[config.mk]
export PLATFORM = sky130hd
export DESIGN_NAME = aes_inv_sub_shift
export DESIGN_NICKNAME = d
export VERILOG_FILES = /design/src/rtl/aes_pkg.sv /design/src/rtl/aes_inv_sbox.sv /design/src/rtl/aes_inv_sub_shift.sv
export SDC_FILE = /design/constraint.sdc
export NUM_CORES = 1
export LEC_CHECK = 0
export CORE_MARGIN = 5
export CORE_UTILIZATION = 54
export DETAILED_ROUTE_END_ITERATION = 7
export PLACE_DENSITY = 0.93
export SLEW_MARGIN = 20
export SYNTH_ARGS = -nofsm -noshare
export SYNTH_HDL_FRONTEND = slang
export SYNTH_HIERARCHICAL = 1
export SYNTH_SLANG_ARGS = --single-unit
[constraint.sdc]
create_clock -name clk -period 11.31 [get_ports clk]
set_input_delay 2.262 -clock clk [delete_from_list [all_inputs] [get_ports clk]]
set_output_delay 2.262 -clock clk [all_outputs]
set_load 0.02 [all_outputs]
[src/rtl/aes_pkg.sv]
// Shared definitions for the inverse SubBytes/ShiftRows block: FSM encoding,
// LANES legality and the InvShiftRows byte mapping.
package aes_pkg;

   typedef enum logic [1:0] {
      ST_IDLE = 2'd0,
      ST_BUSY = 2'd1,
      ST_DONE = 2'd2
   } state_e;

   function automatic bit lanes_legal(input int lanes);
      return (lanes == 1) || (lanes == 2) || (lanes == 4) || (lanes == 16);
   endfunction

   // Destination byte 4c+r takes source byte 4*((c-r) mod 4)+r; the 2-bit
   // subtraction provides the mod 4 for free.
   function automatic logic [3:0] src_index(input logic [3:0] dst);
      logic [1:0] src_col;
      src_col = dst[3:2] - dst[1:0];
      return {src_col, dst[1:0]};
   endfunction

endpackage

[src/rtl/aes_inv_sbox.sv]
// Combinational AES inverse S-box: 256-entry lookup, no state.
module aes_inv_sbox (
   input  logic [7:0] in_byte,
   output logic [7:0] out_byte
);

   localparam logic [7:0] INV_SBOX [256] = '{
      8'h52, 8'h09, 8'h6a, 8'hd5, 8'h30, 8'h36, 8'ha5, 8'h38, 8'hbf, 8'h40, 8'ha3, 8'h9e, 8'h81, 8'hf3, 8'hd7, 8'hfb,
      8'h7c, 8'he3, 8'h39, 8'h82, 8'h9b, 8'h2f, 8'hff, 8'h87, 8'h34, 8'h8e, 8'h43, 8'h44, 8'hc4, 8'hde, 8'he9, 8'hcb,
      8'h54, 8'h7b, 8'h94, 8'h32, 8'ha6, 8'hc2, 8'h23, 8'h3d, 8'hee, 8'h4c, 8'h95, 8'h0b, 8'h42, 8'hfa, 8'hc3, 8'h4e,
      8'h08, 8'h2e, 8'ha1, 8'h66, 8'h28, 8'hd9, 8'h24, 8'hb2, 8'h76, 8'h5b, 8'ha2, 8'h49, 8'h6d, 8'h8b, 8'hd1, 8'h25,
      8'h72, 8'hf8, 8'hf6, 8'h64, 8'h86, 8'h68, 8'h98, 8'h16, 8'hd4, 8'ha4, 8'h5c, 8'hcc, 8'h5d, 8'h65, 8'hb6, 8'h92,
      8'h6c, 8'h70, 8'h48, 8'h50, 8'hfd, 8'hed, 8'hb9, 8'hda, 8'h5e, 8'h15, 8'h46, 8'h57, 8'ha7, 8'h8d, 8'h9d, 8'h84,
      8'h90, 8'hd8, 8'hab, 8'h00, 8'h8c, 8'hbc, 8'hd3, 8'h0a, 8'hf7, 8'he4, 8'h58, 8'h05, 8'hb8, 8'hb3, 8'h45, 8'h06,
      8'hd0, 8'h2c, 8'h1e, 8'h8f, 8'hca, 8'h3f, 8'h0f, 8'h02, 8'hc1, 8'haf, 8'hbd, 8'h03, 8'h01, 8'h13, 8'h8a, 8'h6b,
      8'h3a, 8'h91, 8'h11, 8'h41, 8'h4f, 8'h67, 8'hdc, 8'hea, 8'h97, 8'hf2, 8'hcf, 8'hce, 8'hf0, 8'hb4, 8'he6, 8'h73,
      8'h96, 8'hac, 8'h74, 8'h22, 8'he7, 8'had, 8'h35, 8'h85, 8'he2, 8'hf9, 8'h37, 8'he8, 8'h1c, 8'h75, 8'hdf, 8'h6e,
      8'h47, 8'hf1, 8'h1a, 8'h71, 8'h1d, 8'h29, 8'hc5, 8'h89, 8'h6f, 8'hb7, 8'h62, 8'h0e, 8'haa, 8'h18, 8'hbe, 8'h1b,
      8'hfc, 8'h56, 8'h3e, 8'h4b, 8'hc6, 8'hd2, 8'h79, 8'h20, 8'h9a, 8'hdb, 8'hc0, 8'hfe, 8'h78, 8'hcd, 8'h5a, 8'hf4,
      8'h1f, 8'hdd, 8'ha8, 8'h33, 8'h88, 8'h07, 8'hc7, 8'h31, 8'hb1, 8'h12, 8'h10, 8'h59, 8'h27, 8'h80, 8'hec, 8'h5f,
      8'h60, 8'h51, 8'h7f, 8'ha9, 8'h19, 8'hb5, 8'h4a, 8'h0d, 8'h2d, 8'he5, 8'h7a, 8'h9f, 8'h93, 8'hc9, 8'h9c, 8'hef,
      8'ha0, 8'he0, 8'h3b, 8'h4d, 8'hae, 8'h2a, 8'hf5, 8'hb0, 8'hc8, 8'heb, 8'hbb, 8'h3c, 8'h83, 8'h53, 8'h99, 8'h61,
      8'h17, 8'h2b, 8'h04, 8'h7e, 8'hba, 8'h77, 8'hd6, 8'h26, 8'he1, 8'h69, 8'h14, 8'h63, 8'h55, 8'h21, 8'h0c, 8'h7d
   };

   assign out_byte = INV_SBOX[in_byte];

endmodule

[src/rtl/aes_inv_sub_shift.sv]
// InvSubBytes(InvShiftRows(state)) computed LANES bytes per cycle behind a
// valid/ready handshake on both sides.
module aes_inv_sub_shift
   import aes_pkg::*;
#(
   parameter int LANES = 1
) (
   input  logic         clk,
   input  logic         rst,
   input  logic         in_valid,
   output logic         in_ready,
   input  logic [127:0] in_state,
   output logic         out_valid,
   input  logic         out_ready,
   output logic [127:0] out_state,
   output logic         busy
);

   if (!lanes_legal(LANES)) begin : g_bad_lanes
      $fatal(1, "aes_inv_sub_shift: LANES must be 1, 2, 4 or 16");
   end

   state_e       state_q, state_d;
   logic [3:0]   cnt_q, cnt_d;
   logic [127:0] cap_q, cap_d;
   logic [127:0] out_q, out_d;

   logic [3:0]   lane_idx [LANES];
   logic [7:0]   sbox_in  [LANES];
   logic [7:0]   sbox_out [LANES];

   // LANES divides 16 and the counter advances in steps of LANES, so
   // cnt_q + l never carries out of 4 bits.
   always_comb begin
      for (int l = 0; l < LANES; l++) begin
         lane_idx[l] = cnt_q + 4'(l);
         sbox_in[l]  = cap_q[127 - 8*int'(src_index(lane_idx[l])) -: 8];
      end
   end

   for (genvar l = 0; l < LANES; l++) begin : g_lane
      aes_inv_sbox u_inv_sbox (
         .in_byte  (sbox_in[l]),
         .out_byte (sbox_out[l])
      );
   end

   always_comb begin
      // NOTE: every variable gets a default first so no path leaves it
      // unassigned; otherwise a latch would be inferred.
      state_d = state_q;
      cnt_d   = cnt_q;
      cap_d   = cap_q;
      out_d   = out_q;
      unique case (state_q)
         ST_IDLE: begin
            if (in_valid) begin
               cap_d   = in_state;
               cnt_d   = '0;
               state_d = ST_BUSY;
            end
         end
         ST_BUSY: begin
            for (int l = 0; l < LANES; l++) begin
               out_d[127 - 8*int'(lane_idx[l]) -: 8] = sbox_out[l];
            end
            // Truncation makes the counter wrap to 0 on the final write.
            cnt_d = cnt_q + 4'(LANES);
            if (cnt_q == 4'(16 - LANES)) begin
               state_d = ST_DONE;
            end
         end
         ST_DONE: begin
            if (out_ready) begin
               state_d = ST_IDLE;
            end
         end
         default: state_d = ST_IDLE;
      endcase
   end

   always_ff @(posedge clk or posedge rst) begin
      // NOTE: the data registers are reset too, so a discarded operation can
      // never leave stale bytes visible on out_state after reset.
      if (rst) begin
         state_q <= ST_IDLE;
         cnt_q   <= '0;
         cap_q   <= '0;
         out_q   <= '0;
      end else begin
         // NOTE: non-blocking assignments so every register samples the
         // pre-edge value of the others, independent of statement order.
         state_q <= state_d;
         cnt_q   <= cnt_d;
         cap_q   <= cap_d;
         out_q   <= out_d;
      end
   end

   assign in_ready  = (state_q == ST_IDLE);
   assign out_valid = (state_q == ST_DONE);
   assign busy      = (state_q == ST_BUSY);
   assign out_state = out_q;

endmodule
Word level (Yosys, flattened, before mapping)
Memories as Yosys holds them, arrays and structs flattened.
Cells that the tools add are included.
{ "word_totals": {"reg_bits": 262, "rom_bits": 2048, "out_inout_bits": 131, "memories": 1} }
{ "mem_list": {"columns": ["memory", "words", "width", "rd", "rd_ports_with_merged_regs", "wr", "line_no", "text"], "rows": [
  ["(no name shown)", 256, 8, 1, 0, 0, "aes_inv_sbox.sv:26", "assign out_byte = INV_SBOX[in_byte];"]
]} }
{ "op_classes": {"add_sub_neg": 5, "order_cmp": 1, "eq_ne": 6, "shift": 3, "mux": 9, "bitwise_logic": 1, "n_reduce_logical": 5} }
{ "op_table": {"columns": ["operator", "n"], "rows": [
  ["$shift 8x33->135 const A", 1],
  ["$shiftx 135x8->8", 1],
  ["$shiftx 8x33->135", 1],
  ["$bwmux 128", 1],
  ["$neg 8->33", 1],
  ["$mux 8", 2],
  ["$sub 7x7->8 const A", 2],
  ["$ge 9x9->1 const B", 1],
  ["$not 8->9", 1],
  ["$pmux 4 s2", 1],
  ["$mux 2", 3],
  ["$pmux 2 s3", 1],
  ["$add 4x1->4 const B", 1],
  ["$eq 4x4->1 const B", 1],
  ["$mux 4", 1],
  ["$ne 2x1->1 const B", 2],
  ["$reduce_and 2->1", 2],
  ["$reduce_and 3->1", 1],
  ["$eq 2x1->1 const B", 1],
  ["$eq 2x2->1 const B", 1],
  ["$logic_not 2->1", 1],
  ["$ne 2x2->1 const B", 1],
  ["$reduce_bool 2->1", 1],
  ["$sub 2x2->2", 1]
]} }

Depth between registers and ports, before layout
{ "logic_depth": {"word_depth": 9, "mapped_depth": 20, "ltp_nobuf": 15} }

By module
The synthesis kept the hierarchy.
{ "by_module_without_submodules": {"columns": ["module", "n_inst", "cells_per_inst", "area_each_um2", "seq_area_each_um2"], "rows": [
  ["aes_inv_sub_shift", 1, 742, 11332.1, 6556.3],
  ["aes_inv_sbox", 1, 555, 3500.9, 0.0]
]} }

Worst setup path after synthesis
No wires, ideal clock.
{ "synth_path": {"kind": "flip-flop to flip-flop", "start": "reg cnt_q[2]", "end": "reg out_q[122], in the netlist out_state[122]", "arrival_ps": 4629, "required_time_ps": 11185, "slack_ps": 6556, "stages_incl_launch_ff": 21, "path_buffers": 5, "period_less_slack_ps": 4754, "cell_sequence": "dfrtp_1 > buf_4 > inv_1 > ha_1 > buf_2 > buf_4 > mux4_2 > mux2i_1 > mux2i_1 > buf_4 > inv_1 > ha_1 > buf_2 > nand2_1 > a21oi_1 > o21ai_0 > o211ai_2 > a21oi_1 > or4_1 > and2_1 > mux2_2"} }
{ "synth_lines": {"columns": ["element", "line_no", "text"], "rows": [
  ["from (decl)", "aes_inv_sub_shift.sv:24", "logic [3:0] cnt_q, cnt_d;"],
  ["from (signal assigned)", "aes_inv_sub_shift.sv:94", "cnt_q <= cnt_d;"],
  ["to (signal assigned)", "aes_inv_sub_shift.sv:96", "out_q <= out_d;"],
  ["to (decl)", "aes_inv_sub_shift.sv:26", "logic [127:0] out_q, out_d;"]
]} }

==> metrics <==
crit-path leading delay family buffers and inverters; Met3 Wirelength 5233 um; IO Port Bufs 262; H-tree depth 1; standard-cell row count 60; Mapped Area 14830 um^2; Initial DRT Pass Iterations 5; relative slew slack between 10% and 20%; ranking of synthesized cells by area dfrtp_1, mux2_2, mux4_2, nand2_1, o21ai_0; Slew Limit Fails 0; DP Area 17520 um^2; CP Buf/Inv Count 4; P&R area growth vs syn 24.54%; Placeable Area around 27000 um^2; Final Cell Area approximately 18000 um^2; Util after Layout 68.35%; max-cap violations 0; routability congestion estimate from global placement 1.064; unrepaired setup endpoints after global routing false; top-level port count 263; layout cell share with drive strength beyond 1 24.43%; DP HPWL 35620 um; top layer in use met5; Iter 0 DRT Violations 1473; Final period util a little under three fifths; post-route ant nets 0; post-synth top area cell dfrtp_1; clk_skew 0.01571 ns; Die W 175.7 um; Max Clk Rate 159.3 MHz; CP Class flip-flop to flip-flop; Wirelength per Cell 27.21 um; vias in the first global route 12.58k; Startpoint Class flip-flop; Setup Buffers After CTS 0; CP peak stage delay just over 0.9 ns; antenna violations before repair 1; Via density 6.528; Crit path top cell by count buf_4; Slowest-stage cell, CP a31oi_1; first-pass GRT wire length 77440 um; layout net count 1665; critical path fanouts, max 80; Setup TNS 0 ns; via count 12.20k; total gr overflow 0; sum of routed wire length over all layers 50850 um; CTS sink count 262; Die H between 150 and 200 um; HP Class flip-flop to flip-flop; status complete, no violations; CTS tree done; met2 WL post-DR 23790 um; Final setup violation count 0; syn_area_per_cell 11.44 um^2; largest net degree at the start of global routing 98; Total GRT Usage 32.31%; post-synthesis sequential area ratio 44.20%; Longest Clk Path Bufs 3; Hold Fails Final Rpt 0; met1 WL 19000 um; synth unique cells 84; Post-synth EDFFs 0; Root Buffer clkbuf_16; sequence of cells on the critical path inv_1 > ha_1 > xnor3_1 > mux2i_1 > mux2i_4 > buf_4 > buf_4 > inv_2 > o21ai_0 > a211oi_1 > nor3_1 > o22ai_1 > a31oi_1 > and2_1 > mux2_2; clk slew on worst S/H paths around 0.06 ns; Synth top area share 44.20%; Initial Utilization a little over half; Place WS ~5.4 ns; Worst Path Arrival 6.77 ns; asr flop ratio synth 100.0%; Mapped Cells 1297; Hold-fix buffers, CTS 0; CTS Buf Count 27; Crit path required time 11.81 ns; flops & latches, synth about 260; DRC violations left 0; Clock Latency Late Sink 0.57 ns; Critical Path Sink Type flip-flop; Post-synth top flop dfrtp_1; Syn Nets 1456; final worst slack 5.034 ns; min Tclk post-route 6.276 ns; Slew @ Worst Pin 1.273 ns; Syn. warnings 6; full die area 30880 um^2; cts repair resizes 0
## Yosys cell counts (all sizes together) (29+ instances only)
master / count
dfrtp: 262
mux2: 224
nand2: 105
o21ai: 80
buf: 76
nor2: 46
a21oi: 44
mux4: 35
and2: 34
mux2i: 33
clkbuf: 29
## cell usage in the layout (no fill, tap or decap), types with 25 or more instances in the layout
master,n
clkbuf_16,27
nand3_1,25
mux4_2,35
nand2b_1,26
dfrtp_1,261
mux2i_1,27
a21oi_1,43
nand2_1,103
and2_1,32
clkdlybuf4s50_1,262
o21ai_0,75
mux2_2,223
ha_1,27
nor2_1,39
## through the flow
step,cells,hold slack (ns)
2_1_floorplan,1297,0.4751
3_3_place_gp,1817,0.4627
3_5_place_dp,1817,0.4718
4_1_cts,1867,0.4842
5_1_grt,1868,0.5119
6_report,1869,0.4827
## tightest hold or removal path: stages, from the launching register on
cell,delay (ns)
dfrtp_1,0.34
nand2_1,0.04
o21ai_0,0.06
## per-layer routing
metal	vias up	track usage [%]
met2	768	52.28
met3	195	8.308
met4	2	13.55
met1	6046	41.61
li1	5189	-
met5	-	0
## final cells by class
type	count	area, um^2
inverters	15	63.81
flip-flops and latches	262	6558
fillers	1784	8553
multi-input cells	915	7687
clock buffers	37	773.2
diodes	1	2.502
well taps	341	426.7
clock inverters	13	142.6
repair buffers	285	2819
## kinds of logic (layout without fill, tap and decap cells)
kind of cell | after synthesis | count (layout) | synth area share, %
AND/OR/NAND/NOR | 333 | 333 | 12.62
other | 0 | 1 | 0
AO/OA/AOI/OAI | 260 | 260 | 11.56
buffers and inverters | 120 | 350 | 4.521
multiplexers | 292 | 292 | 24.55
XOR/XNOR | 3 | 3 | 0.2699
adder cells (fa/ha/maj) | 27 | 27 | 2.277
flip-flops | 262 | 262 | 44.20
## path summary, 6_finish.rpt
kind,slack [ns],endpoint,depth (start not counted),start
max reg2reg,5.03,out_state[81],15,cnt_q[2]
max in group asynchronous,7.87,out_state[85],3,rst
max,5.03,out_state[81],15,cnt_q[2]
min in group asynchronous,2.22,cap_q[122],2,rst
min,0.48,out_state[0],2,out_state[0]
min reg2reg,0.48,out_state[0],2,out_state[0]
## registers in the layout (all words and copies together), names as in the netlist
name	flops
state_q	2
out_state	128
cnt_q	4
cap_q	128
Power is left out: the tool's default activity adds up to more than one toggle a clock period on the data nets, which glitch-free logic cannot reach.
